--- src/rtl/proc_pkg.sv ---
// Shared fetch-stage types and constants.
package proc_pkg;

   localparam int unsigned INSTR_W = 32;
   localparam logic [INSTR_W-1:0] PC_INC   = 32'd4;
   localparam logic [INSTR_W-1:0] NOP_WORD = 32'h0100_0000;

   typedef enum logic [1:0] {
      BOOT = 2'd0,
      RUN  = 2'd1,
      PEND = 2'd2
   } fetch_state_t;

   typedef struct packed {
      logic [INSTR_W-1:0] target;
      logic               annul;
   } redirect_t;

endpackage

--- src/rtl/pc_npc_reg.sv ---
// SPARC-style PC/nPC pair with its next-value mux (sequential, annulled, delayed).
module pc_npc_reg
   import proc_pkg::*;
#(
   parameter int unsigned         PC_W     = INSTR_W,
   parameter logic [PC_W-1:0]     RESET_PC = '0
) (
   input  logic            clk,
   input  logic            rst_n,
   input  logic            i_advance,
   input  logic            i_redirect,
   input  logic            i_annul,
   input  logic [PC_W-1:0] i_target,
   output logic [PC_W-1:0] o_pc,
   output logic [PC_W-1:0] o_npc
);

   logic [PC_W-1:0] r_pc;
   logic [PC_W-1:0] r_npc;
   logic [PC_W-1:0] w_pc_nxt;
   logic [PC_W-1:0] w_npc_nxt;

   always_comb begin
      w_pc_nxt  = r_pc;
      w_npc_nxt = r_npc;
      if (i_advance) begin
         if (i_redirect && i_annul) begin
            w_pc_nxt  = i_target;
            w_npc_nxt = i_target + PC_W'(PC_INC);
         end else if (i_redirect) begin
            w_pc_nxt  = r_npc;
            w_npc_nxt = i_target;
         end else begin
            w_pc_nxt  = r_npc;
            w_npc_nxt = r_npc + PC_W'(PC_INC);
         end
      end
   end

   always_ff @(posedge clk or negedge rst_n) begin
      if (!rst_n) begin
         r_pc  <= RESET_PC;
         r_npc <= RESET_PC + PC_W'(PC_INC);
      end else begin
         r_pc  <= w_pc_nxt;
         r_npc <= w_npc_nxt;
      end
   end

   assign o_pc  = r_pc;
   assign o_npc = r_npc;

endmodule

--- src/rtl/fetch_unit.sv ---
// Fetch stage: boot/run/pending-redirect FSM, redirect latch and IR handshake.
// Optional FETCH_MISALIGN_TRAP_EN: misaligned redirect raises a sticky trap and freezes fetch.
module fetch_unit
   import proc_pkg::*;
#(
   parameter int unsigned     PC_W     = INSTR_W,
   parameter logic [PC_W-1:0] RESET_PC = 32'h0000_0000
) (
   input  logic            Clk,
   input  logic            Reset,
   output logic [PC_W-1:0] FetchAddress,
   input  logic [PC_W-1:0] Instruction,
   input  logic            Redirect,
   input  logic [PC_W-1:0] RedirectTarget,
   input  logic            Annul,
   output logic [PC_W-1:0] IR,
   output logic [PC_W-1:0] IRPC,
   output logic            IRValid,
   input  logic            DecodeReady,
   output logic            MisalignTrap
);

   fetch_state_t    r_state;
   fetch_state_t    w_state_nxt;
   redirect_t       r_pend;
   redirect_t       w_eff;
   logic [PC_W-1:0] r_ir;
   logic [PC_W-1:0] r_irpc;
   logic            r_ir_valid;
   logic [PC_W-1:0] w_pc;
   logic [PC_W-1:0] w_npc;
   logic [PC_W-1:0] w_live_tgt;
   logic            w_latch;
   logic            w_advance;
   logic            w_eff_redir;
   logic            w_bad;
   logic            w_frozen;
   logic            w_take;

`ifdef FETCH_MISALIGN_TRAP_EN
   logic r_trap;

   assign w_live_tgt = RedirectTarget;
   assign w_bad      = w_eff_redir && (w_eff.target[1:0] != 2'b00);
   assign w_frozen   = r_trap;

   always_ff @(posedge Clk or negedge Reset) begin
      if (!Reset)
         r_trap <= 1'b0;
      else if (w_advance && w_bad)
         r_trap <= 1'b1;
   end

   assign MisalignTrap = r_trap;
`else
   assign w_live_tgt   = RedirectTarget & ~PC_W'(3);
   assign w_bad        = 1'b0;
   assign w_frozen     = 1'b0;
   assign MisalignTrap = 1'b0;
`endif

   // A live redirect always beats the latched one.
   assign w_eff_redir = Redirect || (r_state == PEND);
   assign w_eff       = Redirect ? redirect_t'{target: w_live_tgt, annul: Annul} : r_pend;
   assign w_advance   = (r_state != BOOT) && (!r_ir_valid || DecodeReady) && !w_frozen;
   assign w_take      = w_advance && !w_bad;

   always_comb begin
      w_state_nxt = r_state;
      w_latch     = 1'b0;
      unique case (r_state)
         BOOT: begin
            w_state_nxt = Redirect ? PEND : RUN;
            w_latch     = Redirect;
         end
         RUN: begin
            if (Redirect && !w_advance) begin
               w_state_nxt = PEND;
               w_latch     = 1'b1;
            end
         end
         PEND: begin
            if (w_advance)
               w_state_nxt = RUN;
            else
               w_latch = Redirect;
         end
         default: w_state_nxt = BOOT;
      endcase
   end

   always_ff @(posedge Clk or negedge Reset) begin
      if (!Reset) begin
         r_state <= BOOT;
         r_pend  <= '0;
      end else begin
         r_state <= w_state_nxt;
         if (w_latch)
            r_pend <= redirect_t'{target: w_live_tgt, annul: Annul};
      end
   end

   pc_npc_reg #(
      .PC_W     (PC_W),
      .RESET_PC (RESET_PC)
   ) u_pc_npc_reg (
      .clk        (Clk),
      .rst_n      (Reset),
      .i_advance  (w_take),
      .i_redirect (w_eff_redir),
      .i_annul    (w_eff.annul),
      .i_target   (w_eff.target),
      .o_pc       (w_pc),
      .o_npc      (w_npc)
   );

   // Instruction register; a rejected redirect drops IRValid instead of capturing.
   always_ff @(posedge Clk or negedge Reset) begin
      if (!Reset) begin
         r_ir       <= '0;
         r_irpc     <= '0;
         r_ir_valid <= 1'b0;
      end else if (w_take) begin
         r_ir       <= Instruction;
         r_irpc     <= w_pc;
         r_ir_valid <= 1'b1;
      end else if (w_advance || ((r_state == BOOT) && DecodeReady)) begin
         r_ir_valid <= 1'b0;
      end
   end

   assign FetchAddress = w_pc;
   assign IR           = r_ir;
   assign IRPC         = r_irpc;
   assign IRValid      = r_ir_valid;

   logic w_unused;
   assign w_unused = ^w_npc;

endmodule

--- config.mk ---
export PLATFORM = sky130hd
export DESIGN_NAME = fetch_unit
export DESIGN_NICKNAME = d
export VERILOG_FILES = /design/src/rtl/proc_pkg.sv /design/src/rtl/pc_npc_reg.sv /design/src/rtl/fetch_unit.sv
export SDC_FILE = /design/constraint.sdc
export NUM_CORES = 1
export LEC_CHECK = 0
export ABC_CLOCK_PERIOD_IN_PS = 2300
export CAP_MARGIN = 20
export CORE_MARGIN = 2
export CORE_UTILIZATION = 47
export DETAILED_ROUTE_END_ITERATION = 16
export PLACE_DENSITY = 0.77
export SYNTH_ARGS = -nofsm -noshare
export SYNTH_HDL_FRONTEND = slang
export SYNTH_SLANG_ARGS = --single-unit
export TNS_END_PERCENT = 50
--- constraint.sdc ---
create_clock -name Clk -period 2.3 [get_ports Clk]
set_input_delay 0.46 -clock Clk [delete_from_list [all_inputs] [get_ports Clk]]
set_output_delay 0.46 -clock Clk [all_outputs]
set_load 0.005 [all_outputs]
==> results of run 1 <==
stage by stage:
stage / util / area, um^2 / std cells / hold slack [ns] / TNS, ns
3_5_place_dp: 0.641 / 11100 / 1421 / 0.456 / -7.15
6_report: 0.682 / 11800 / 1457 / 0.367 / 0
5_1_grt: 0.682 / 11800 / 1457 / 0.382 / 0
3_3_place_gp: 0.641 / 11100 / 1421 / 0.455 / -5.82
4_1_cts: 0.678 / 11700 / 1454 / 0.476 / 0
2_1_floorplan: - / 8410 / 967 / 0.164 / -2.89
routing by layer:
layer / global-route usage / part of all wire / up-vias
met5: 0 / 0 / -
met4: 0.0974 / 0.023 / 0
met3: 0.0541 / 0.087 / 42
met2: 0.394 / 0.44 / 376
met1: 0.382 / 0.45 / 3822
li1: - / - / 3879
sequential cells by signal, indices dropped and copies added (netlist names):
name                cells
IR                     32
IRPC                   31
IRValid                 1
r_pend                 31
r_state                 2
u_pc_npc_reg.o_npc     30
u_pc_npc_reg.o_pc      31
final timing paths:
path                                        from                     end  slack [ns]  depth (start not counted)
max                            RedirectTarget[4]  u_pc_npc_reg.o_npc[27]        0.07                          8
min reg2reg                               IR[15]                  IR[15]        0.47                          2
max in group asynchronous                  Reset                  IR[27]        1.06                          3
min                            RedirectTarget[3]               r_pend[4]        0.37                          2
max reg2reg                u_pc_npc_reg.o_npc[2]  u_pc_npc_reg.o_npc[28]        0.08                          6
min in group asynchronous                  Reset    u_pc_npc_reg.o_pc[3]        0.55                          2
critical path, delay by kind of cell:
family	cells	cell delay, ns
AO/OA/AOI/OAI	3	0.88
buffers and inverters	3	0.86
AND/OR/NAND/NOR	2	0.32
logic make-up after synthesis:
| logic type | Yosys count | share of synthesized area |
|---|---|---|
| other | 1 | 0.000450 |
| xor gates and xnor gates | 16 | 0.0168 |
| adders and majority gates | 2 | 0.00300 |
| muxes | 61 | 0.0783 |
| and+or+nand+nor | 454 | 0.242 |
| DFF | 158 | 0.475 |
| AOI/OAI and AO/OA | 207 | 0.151 |
| buffers and inverters | 68 | 0.0341 |
power by group through the flow:
| stage | Combinational, W | Clock (W) | Sequential [W] |
|---|---|---|---|
| 6_report | 0.00648 | 0.00290 | 0.00524 |
| 5_1_grt | 0.00712 | 0.00307 | 0.00540 |
| 4_1_cts | 0.00645 | 0.00296 | 0.00521 |
| 3_5_place_dp | 0.00640 | 0 | 0.00525 |
| 3_3_place_gp | 0.00625 | 0 | 0.00516 |
| 2_1_floorplan | 0.00315 | 0 | 0.00506 |
placed cells by master, fill, tap and decap left out, types with 6 or more instances in the layout:
cell and instances:
clkdlybuf4s50_1 159, mux2_2 33, clkbuf_16 17, nor3_1 10, nand2_1 281, nor2_1 59, nand4_1 14, xnor2_1 6
xor2_1 10, buf_12 7, mux2i_1 26, dfrtp_1 156, inv_1 6, nand3b_1 7, o21ai_0 78, a31oi_1 10
nor2b_1 9, a21oi_1 57, nand3_1 28, o221ai_1 6, buf_4 124, and3_1 6, nand2b_1 7
final cells by class:
class / instances / area, um^2
fillers: 1408 / 5510
inverters: 6 / 22.5
flip-flops and latches: 158 / 3960
clock buffers: 19 / 443
clock inverters: 13 / 161
well taps: 225 / 282
repair buffers: 295 / 2710
multi-input cells: 741 / 4210
repair_timing:
| item | CTS | global route |
|---|---|---|
| pin swaps | 2 | 2 |
| endpoints found under the hold margin | 2 | 0 |
| setup endpoints to repair | 6 | 9 |
| gates resized for setup | 3 | 8 |
| hold buffers | 1 | 0 |
| setup buffers | 0 | 3 |
==> flow_metrics.env, run 1 <==
export IMPL_avgSynthCellArea_um2=8.61
export IMPL_synth_seq_area_share=0.475
export IMPL_cts_tree="yes"
export IMPL_drt_first_pass_iters=5
export IMPL_synth_edf_count=0
export IMPL_ant_nets=0
export IMPL_async_flop_share=1.00
export IMPL_drc=0
export IMPL_rsz0062_at_grt="false"
export IMPL_yosys_top_cells_count="281 x nand2_1, 157 x dfrtp_1, 79 x o21ai_0"
export IMPL_die_w_um=137
export IMPL_syn_to_final_growth_pct=41.6
export IMPL_routed_wl_um=24300
export IMPL_fin_skew_ns=0.00814
export IMPL_cts_buffers_inserted=17
export IMPL_grt_total_usage=0.265
export IMPL_finalPower_w=0.0146
export IMPL_post_drt_wl_per_cell_um=16.6
export IMPL_yosysTopAreaCellShare=0.472
export IMPL_synth_most_common_cell="nand2_1"
export IMPL_drv_slew=0
export IMPL_min_path_type="in -> reg"
export IMPL_ys_warn_count=0
export IMPL_power_switching_w=0.00542
export IMPL_finalHoldViolCount=0
export IMPL_clk_pin_slew_ns=0.06
export IMPL_finalCriticalPeriod_ns=2.23
export IMPL_ir_drop_uv=560
export IMPL_worst_skew_pair_late_latency_ns=0.43
export IMPL_root_buffer="clkbuf_16"
export IMPL_grt_pass1_vias=7583
export IMPL_max_freq_mhz=449
export IMPL_setup_worst_path_class="in -> reg"
export IMPL_core_area_um2=17300
export IMPL_io_buffers=163
export IMPL_crit_chain="clkdlybuf4s50_1 -> nand4_1 -> a222oi_1 -> buf_4 -> nand4_1 -> o41ai_1 -> buf_4 -> o211ai_1"
export IMPL_worst_pin_slew_ns=0.711
export IMPL_synth_flop_cell="dfrtp_1"
export IMPL_clkSinkCount=158
export IMPL_cp_end_kind="flop"
export IMPL_grt_max_degree=54
export IMPL_grt_pass1_wl_um=39000
export IMPL_hpwlAfterDp_um=17800
export IMPL_p_per_area_nw_per_um2=1240
export IMPL_p_leak_nw=5.27
export IMPL_power_switching_share=0.371
export IMPL_synth_fp_nets=1038
export IMPL_vias_per_cell=5.57
export IMPL_nets=1290
export IMPL_gr_total_overflow=0
export IMPL_cp_required_ns=2.60
export IMPL_initial_core_util=0.482
export IMPL_status="finished, final reports clean"
export IMPL_preCtsSetupSlack_ns=-0.561
export IMPL_p_clk_frac=0.198
export IMPL_synth_seq_cells=158
export IMPL_syn_instance_count=967
export IMPL_comb_power_share=0.443
export IMPL_die_y_um=137
export IMPL_critPathSlowestCell="clkdlybuf4s50_1"
export IMPL_ys_types=67
export IMPL_diodes=0
export IMPL_cp_max_fo=3
export IMPL_cts_buffer_depth=2
export IMPL_netlist_area_um2=8330
export IMPL_drtIter0Drc=570
export IMPL_num_rows=48
export IMPL_die_area_um2=18800
export IMPL_maxCapViolCount=0
export IMPL_period_share=0.969
export IMPL_drive_gt1_frac=0.180
export IMPL_cp_start_kind="primary input"
export IMPL_setup_ws_ns=0.0714
export IMPL_cp_arrival_ns=2.52
export IMPL_max_stage_delay_ns=0.49
export IMPL_p_int_w=0.00920
export IMPL_antenna_found_initial=0
export IMPL_setup_violations=0
export IMPL_htreeDepth=4
export IMPL_vias=8119
export IMPL_yosysTopAreaCell="dfrtp_1"
export IMPL_relSlewSlack=0.522
export IMPL_io_pins=167
export IMPL_power_frac_seq=0.358
export IMPL_synth_area_top_cells="dfrtp_1 47%, nand2_1 13%, o21ai_0 4.7%"
export IMPL_gp_congestion=0.947
No activity file was read; power rests on OpenSTA's default activity.
==> inputs of run 2 (changes only) <==
--- a/config.mk
+++ b/config.mk
@@ -5,12 +5,13 @@
 export SDC_FILE = /design/constraint.sdc
 export NUM_CORES = 1
 export LEC_CHECK = 0
+export ABC_AREA = 1
 export ABC_CLOCK_PERIOD_IN_PS = 2300
 export CAP_MARGIN = 20
 export CORE_MARGIN = 2
-export CORE_UTILIZATION = 47
+export CORE_UTILIZATION = 48
 export DETAILED_ROUTE_END_ITERATION = 16
-export PLACE_DENSITY = 0.77
+export PLACE_DENSITY = 0.78
 export SYNTH_ARGS = -nofsm -noshare
 export SYNTH_HDL_FRONTEND = slang
 export SYNTH_SLANG_ARGS = --single-unit
==> constraint.sdc (replaced) <==
create_clock -name Clk -period 2.3 [get_ports Clk]
set_input_delay 0.575 -clock Clk [delete_from_list [all_inputs] [get_ports Clk]]
set_output_delay 0.575 -clock Clk [all_outputs]
set_load 0.005 [all_outputs]
==> run 2 against run 1 <==
Compared with the run above:
- critical path depth is 6 higher
- die area is 3.4% higher
- clock power is 3% higher
- maximum frequency is 4.8% higher
- critical path type unchanged
- largest cell class unchanged
==> flow_metrics.env, run 2 <==
export IMPL_setup_worst_path_class="in -> reg"
export IMPL_grt_max_degree=71
export IMPL_max_freq_mhz=470
export IMPL_core_area_um2=18000
export IMPL_rsz0062_at_grt="false"
export IMPL_r2r_start="u_pc_npc_reg.o_npc[2]"
export IMPL_yosysTopAreaCellShare=0.446
export IMPL_async_flop_share=1.00
export IMPL_cp_required_ns=2.62
export IMPL_p_leak_nw=5.80
export IMPL_power_switching_share=0.388
export IMPL_worst_skew_pair_late_latency_ns=0.43
export IMPL_ant_nets=0
export IMPL_netlist_area_um2=8800
export IMPL_num_rows=49
export IMPL_io_buffers=163
export IMPL_drv_slew=0
export IMPL_min_path_type="in -> async"
export IMPL_status="finished, final reports clean"
export IMPL_fillers=1544
export IMPL_drtIter0Drc=645
export IMPL_diodes=0
export IMPL_largest_reg_flops=32
export IMPL_p_per_area_nw_per_um2=1280
export IMPL_cp_end_kind="flop"
export IMPL_grt_pass1_wl_um=42400
export IMPL_htreeDepth=4
export IMPL_die_y_um=139
export IMPL_vias_per_cell=5.16
export IMPL_stdcell_area_um2=12100
export IMPL_hpwlAfterDp_um=19500
export IMPL_clkSinkCount=158
export IMPL_avgSynthCellArea_um2=7.16
export IMPL_cp_arrival_ns=2.45
export IMPL_gr_total_overflow=0
export IMPL_tns_ns=0
export IMPL_cp_max_fo=3
export IMPL_synth_most_common_cell="nand2_1"
export IMPL_post_drt_wl_per_cell_um=14.8
export IMPL_power_frac_seq=0.332
export IMPL_cts_tree="yes"
export IMPL_die_area_um2=19400
export IMPL_drt_first_pass_iters=7
export IMPL_ys_warn_count=0
export IMPL_root_buffer="clkbuf_16"
export IMPL_p_clk_frac=0.192
export IMPL_postPlaceCellArea_um2=11500
export IMPL_drc=0
export IMPL_grt_total_usage=0.270
export IMPL_cts_buffer_depth=2
export IMPL_synth_edf_count=0
export IMPL_cp_startpoint="RedirectTarget[2]"
export IMPL_die_w_um=139
export IMPL_synth_flop_cell="dfrtp_1"
export IMPL_setup_violations=0
export IMPL_synth_seq_cells=158
export IMPL_nets=1548
export IMPL_yosys_top_cells_count="422 x nand2_1, 164 x nor2_1, 157 x dfrtp_1"
export IMPL_finalCriticalPeriod_ns=2.13
export IMPL_fin_skew_ns=0.00725
export IMPL_finalHoldViolCount=0
export IMPL_power_switching_w=0.00603
export IMPL_syn_instance_count=1229
export IMPL_period_share=0.924
export IMPL_drive_gt1_frac=0.138
export IMPL_yosysTopAreaCell="dfrtp_1"
export IMPL_syn_to_final_growth_pct=37.9
export IMPL_cp_start_kind="primary input"
export IMPL_final_common_cell="nand2_1"
export IMPL_initial_core_util=0.490
export IMPL_grt_pass1_vias=8444
export IMPL_ys_types=41
export IMPL_multi_input_comb_area_um2=4150
export IMPL_cts_buffers_inserted=17
export IMPL_seq_area_um2=3960
export IMPL_gp_congestion=0.953
export IMPL_io_pins=167
export IMPL_antenna_found_initial=0
export IMPL_relSlewSlack=0.559
export IMPL_clk_pin_slew_ns=0.07
export IMPL_worst_pin_slew_ns=0.655
export IMPL_mostFrequentLayoutCells="422 x nand2_1, 163 x nor2_1, 161 x clkdlybuf4s50_1, 157 x dfrtp_1, 122 x o21ai_0"
export IMPL_synth_seq_area_share=0.449
export IMPL_ir_drop_uv=738
export IMPL_vias=8867
export IMPL_comb_power_share=0.476
export IMPL_routed_wl_um=25500
export IMPL_maxCapViolCount=0
export IMPL_synth_area_top_cells="dfrtp_1 45%, nand2_1 18%, nor2_1 7.0%"
export IMPL_p_int_w=0.00952
export IMPL_synth_fp_nets=1300
[run 2: cell count changes after synthesis, moves of 10 or more]
cell / before / now
inv_1: 6 / 102
nand2_2: 0 / 19
a21oi_1: 57 / 23
mux2i_1: 28 / 0
mux2_2: 33 / 6
nand3_1: 28 / 55
nand2_1: 281 / 422
o22ai_1: 1 / 15
o21ai_0: 79 / 122
nor2_2: 0 / 10
nor2_1: 59 / 164
nor3_1: 14 / 1
[run 2: metal layers]
metal	up-vias	GRT usage	share of wire
li1	4396	-	-
met2	350	0.430	0.45
met5	-	0	0
met3	41	0.0530	0.072
met1	4080	0.376	0.45
met4	0	0.0845	0.022
[run 2: per-stage QoR]
step                total power (W)  instances  worst slack, ns  hold WS (ns)   util
floorplan                   0.00877       1229            0.181         0.279      -
global placement             0.0123       1686           -0.469         0.452  0.641
detailed placement           0.0126       1686           -0.506         0.457  0.641
CTS                          0.0156       1718            0.123         0.113  0.675
global route                 0.0167       1719           0.0525         0.129  0.676
finish                       0.0156       1719            0.174        0.0902  0.676
[run 2: power groups by stage]
stage	clock network (W)	logic, W	registers [W]
2_1_floorplan	0	0.00372	0.00505
3_3_place_gp	0	0.00720	0.00514
3_5_place_dp	0	0.00738	0.00519
4_1_cts	0.00302	0.00742	0.00515
5_1_grt	0.00315	0.00823	0.00535
6_report	0.00298	0.00741	0.00517
[run 2: cell type report]
type / instances / share of cell area
Multi-Input combinational cell: 910 / 0.342
Inverter: 104 / 0.0323
Clock inverter: 14 / 0.0145
Tap cell: 229 / 0.0236
Clock buffer: 18 / 0.0362
Timing Repair Buffer: 286 / 0.226
Sequential cell: 158 / 0.326
[run 2: worst paths after layout]
kind	cells past startpoint	slack, ns	to
setup reg to reg	10	0.22	u_pc_npc_reg.o_npc[24]
hold / removal	1	0.09	r_state[0]
max in group asynchronous	2	1.53	u_pc_npc_reg.o_npc[2]
setup / recovery	14	0.17	u_pc_npc_reg.o_npc[20]
min in group Clk	2	0.47	IR[4]
hold reg to reg	2	0.47	IR[4]
[run 2: kinds of logic after synthesis]
kind of cell,synth area share
other cells,0.000426
simple gates,0.321
fa+ha+maj,0.00284
xor+xnor,0.00995
flops,0.449
compound gates,0.120
mux,0.0154
buf+inv,0.0808
[run 2: worst max-delay path: stages]
cell and delay [ns]:
clkdlybuf4s50_1 0.45, inv_1 0.05, nand2_1 0.07, o21ai_2 0.07, inv_1 0.08, ha_1 0.19, nand2_1 0.10, nor2_2 0.16
nand3b_1 0.20, buf_4 0.20, nor2_1 0.08, nand2_1 0.06, nand3_1 0.10, a21oi_1 0.07
[run 2: what timing repair did]
item,in CTS,in global routing
setup endpoints to repair,17,6
pin swaps,1,1
hold buffers,0,0
gates resized for setup,1,4
setup buffers,0,1
==> inputs of run 3 (changes only) <==
--- a/config.mk
+++ b/config.mk
@@ -6,12 +6,12 @@
 export NUM_CORES = 1
 export LEC_CHECK = 0
 export ABC_AREA = 1
-export ABC_CLOCK_PERIOD_IN_PS = 2300
+export ABC_CLOCK_PERIOD_IN_PS = 2500
 export CAP_MARGIN = 20
 export CORE_MARGIN = 2
-export CORE_UTILIZATION = 48
+export CORE_UTILIZATION = 52
 export DETAILED_ROUTE_END_ITERATION = 16
-export PLACE_DENSITY = 0.78
+export PLACE_DENSITY = 0.8
 export SYNTH_ARGS = -nofsm -noshare
 export SYNTH_HDL_FRONTEND = slang
 export SYNTH_SLANG_ARGS = --single-unit
==> constraint.sdc (replaced) <==
create_clock -name Clk -period 2.5 [get_ports Clk]
set_input_delay 0.625 -clock Clk [delete_from_list [all_inputs] [get_ports Clk]]
set_output_delay 0.625 -clock Clk [all_outputs]
set_load 0.005 [all_outputs]
==> run 3 against run 2 <==
Compared with the run above:
- hold slack better by 0.044 ns
- critical endpoint is now u_pc_npc_reg.o_npc[11]
- largest power group unchanged
- largest cell class unchanged
- first-iteration DRC count is 23% higher
- clock skew hardly changed
- register-to-register slack better by 0.16 ns
- die area is 7.5% lower
- count of clock-buffer cells in the layout is 1 lower
==> flow_metrics.env, run 3 (synthesized netlist as in run 2, its figures left out) <==
export IMPL_status="finished, final reports clean"
export IMPL_num_rows=47
export IMPL_die_w_um=134
export IMPL_drtIter0Drc=792
export IMPL_syn_to_final_growth_pct=36.7
export IMPL_postPlaceCellArea_um2=11500
export IMPL_fin_skew_ns=0.00748
export IMPL_cp_start_kind="primary input"
export IMPL_die_area_um2=18000
export IMPL_p_leak_nw=5.75
export IMPL_final_common_cell="nand2_1"
export IMPL_drc=0
export IMPL_nets=1547
export IMPL_die_y_um=134
export IMPL_hpwlAfterDp_um=18900
export IMPL_maxCapViolCount=0
export IMPL_core_area_um2=16600
export IMPL_setup_violations=0
export IMPL_post_cts_setup_buffer_count=0
export IMPL_clkSinkCount=158
export IMPL_post_drt_wl_per_cell_um=14.9
export IMPL_io_pins=167
export IMPL_drt_first_pass_iters=5
export IMPL_crit_buf_inv=6
export IMPL_gr_total_overflow=0
export IMPL_min_path_type="in -> async"
export IMPL_mostFrequentLayoutCells="422 x nand2_1, 162 x nor2_1, 162 x clkdlybuf4s50_1, 157 x dfrtp_1, 122 x o21ai_0"
export IMPL_max_stage_delay_ns=0.43
export IMPL_ir_drop_uv=570
export IMPL_p_per_area_nw_per_um2=1170
export IMPL_grt_pass1_wl_um=42300
export IMPL_cts_buffers_inserted=17
export IMPL_cts_buffer_depth=2
export IMPL_period_share=0.925
export IMPL_critPathTopFamily="buffers and inverters"
export IMPL_cts_hold_buf=0
export IMPL_grt_max_degree=58
export IMPL_routed_wl_um=25500
export IMPL_stdcell_area_um2=12000
export IMPL_r2r_start="u_pc_npc_reg.o_npc[2]"
export IMPL_gp_congestion=0.954
export IMPL_worst_skew_pair_late_latency_ns=0.44
export IMPL_initial_core_util=0.531
export IMPL_finalHoldViolCount=0
export IMPL_max_freq_mhz=433
export IMPL_r2r_end="u_pc_npc_reg.o_npc[18]"
export IMPL_largest_reg_flops=32
export IMPL_ant_nets=0
export IMPL_diodes=0
export IMPL_cp_arrival_ns=2.63
export IMPL_cp_end_kind="flop"
export IMPL_preCtsSetupSlack_ns=-0.229
export IMPL_drv_slew=0
export IMPL_critPathSlowestCell="clkdlybuf4s50_1"
export IMPL_tns_ns=0
export IMPL_r2r_slack_ns=0.38
export IMPL_io_buffers=163
export IMPL_grt_pass1_vias=8421
export IMPL_antenna_found_initial=0
export IMPL_worst_pin_slew_ns=0.705
export IMPL_crit_chain="clkdlybuf4s50_1 -> buf_4 -> buf_4 -> o21ai_2 -> inv_1 -> nand2_1 -> buf_4 -> buf_4 -> nor2_1 -> a21oi_1 -> a31oi_1"
export IMPL_reg2regPathDepth=11
export IMPL_cp_required_ns=2.82
export IMPL_crit_top_cell="buf_4"
export IMPL_cp_depth=11
export IMPL_grt_total_usage=0.296
export IMPL_vias=8835
export IMPL_cp_max_fo=13
export IMPL_vias_per_cell=5.17
export IMPL_relSlewSlack=0.525
export IMPL_clk_pin_slew_ns=0.07
export IMPL_setup_ws_ns=0.189
export IMPL_setup_worst_path_class="in -> reg"
export IMPL_root_buffer="clkbuf_16"
export IMPL_cts_tree="yes"
export IMPL_rsz0062_at_grt="true"
export IMPL_finalCriticalPeriod_ns=2.31
export IMPL_htreeDepth=4
export IMPL_cts_resized=0
export IMPL_drive_gt1_frac=0.138
-- run 3: power by group --
group          switching [W]  internal [W]
sequential          0.000915       0.00383
combinational        0.00350       0.00324
clock                0.00123       0.00132
-- run 3: per-layer routing --
| layer | vias up | part of all wire | GRT usage |
|---|---|---|---|
| li1 | 4405 | - | - |
| met1 | 4031 | 0.44 | 0.414 |
| met2 | 351 | 0.45 | 0.462 |
| met3 | 48 | 0.085 | 0.0703 |
| met4 | 0 | 0.022 | 0.0883 |
| met5 | - | 0 | 0 |
-- run 3: worst max path at each step --
stage                     startpoint                     end  slack [ns]
final                       Redirect  u_pc_npc_reg.o_npc[11]        0.19
after global placement      Redirect  u_pc_npc_reg.o_npc[26]       -0.20
after floorplan             Redirect  u_pc_npc_reg.o_npc[26]        0.33
after detailed placement    Redirect  u_pc_npc_reg.o_npc[28]       -0.23
after global routing        Redirect  u_pc_npc_reg.o_npc[31]      -0.003
after CTS                   Redirect  u_pc_npc_reg.o_npc[26]        0.16
-- run 3: worst reg2reg max path: cells and delay by family (launching register included) --
family / cells / cell delay [ns]
fa+ha+maj: 1 / 0.22
simple gates: 9 / 1.05
xor+xnor: 1 / 0.16
flops: 1 / 0.58
-- run 3: per-stage QoR --
step / utilization / total power (W) / instances / hold slack [ns]
2_1_floorplan: - / 0.00807 / 1229 / 0.329
3_3_place_gp: 0.691 / 0.0112 / 1677 / 0.453
5_1_grt: 0.725 / 0.0151 / 1709 / 0.161
6_report: 0.725 / 0.0140 / 1709 / 0.134
3_5_place_dp: 0.691 / 0.0115 / 1677 / 0.457
4_1_cts: 0.725 / 0.0140 / 1709 / 0.154
-- run 3: cell type report --
type | instances | area, um^2
clock inverters | 15 | 149
multi-input cells | 910 | 4150
repair buffers | 285 | 2690
flip-flops and latches | 158 | 3960
clock buffers | 17 | 425
well taps | 220 | 275
fillers | 1367 | 4550
inverters | 104 | 392
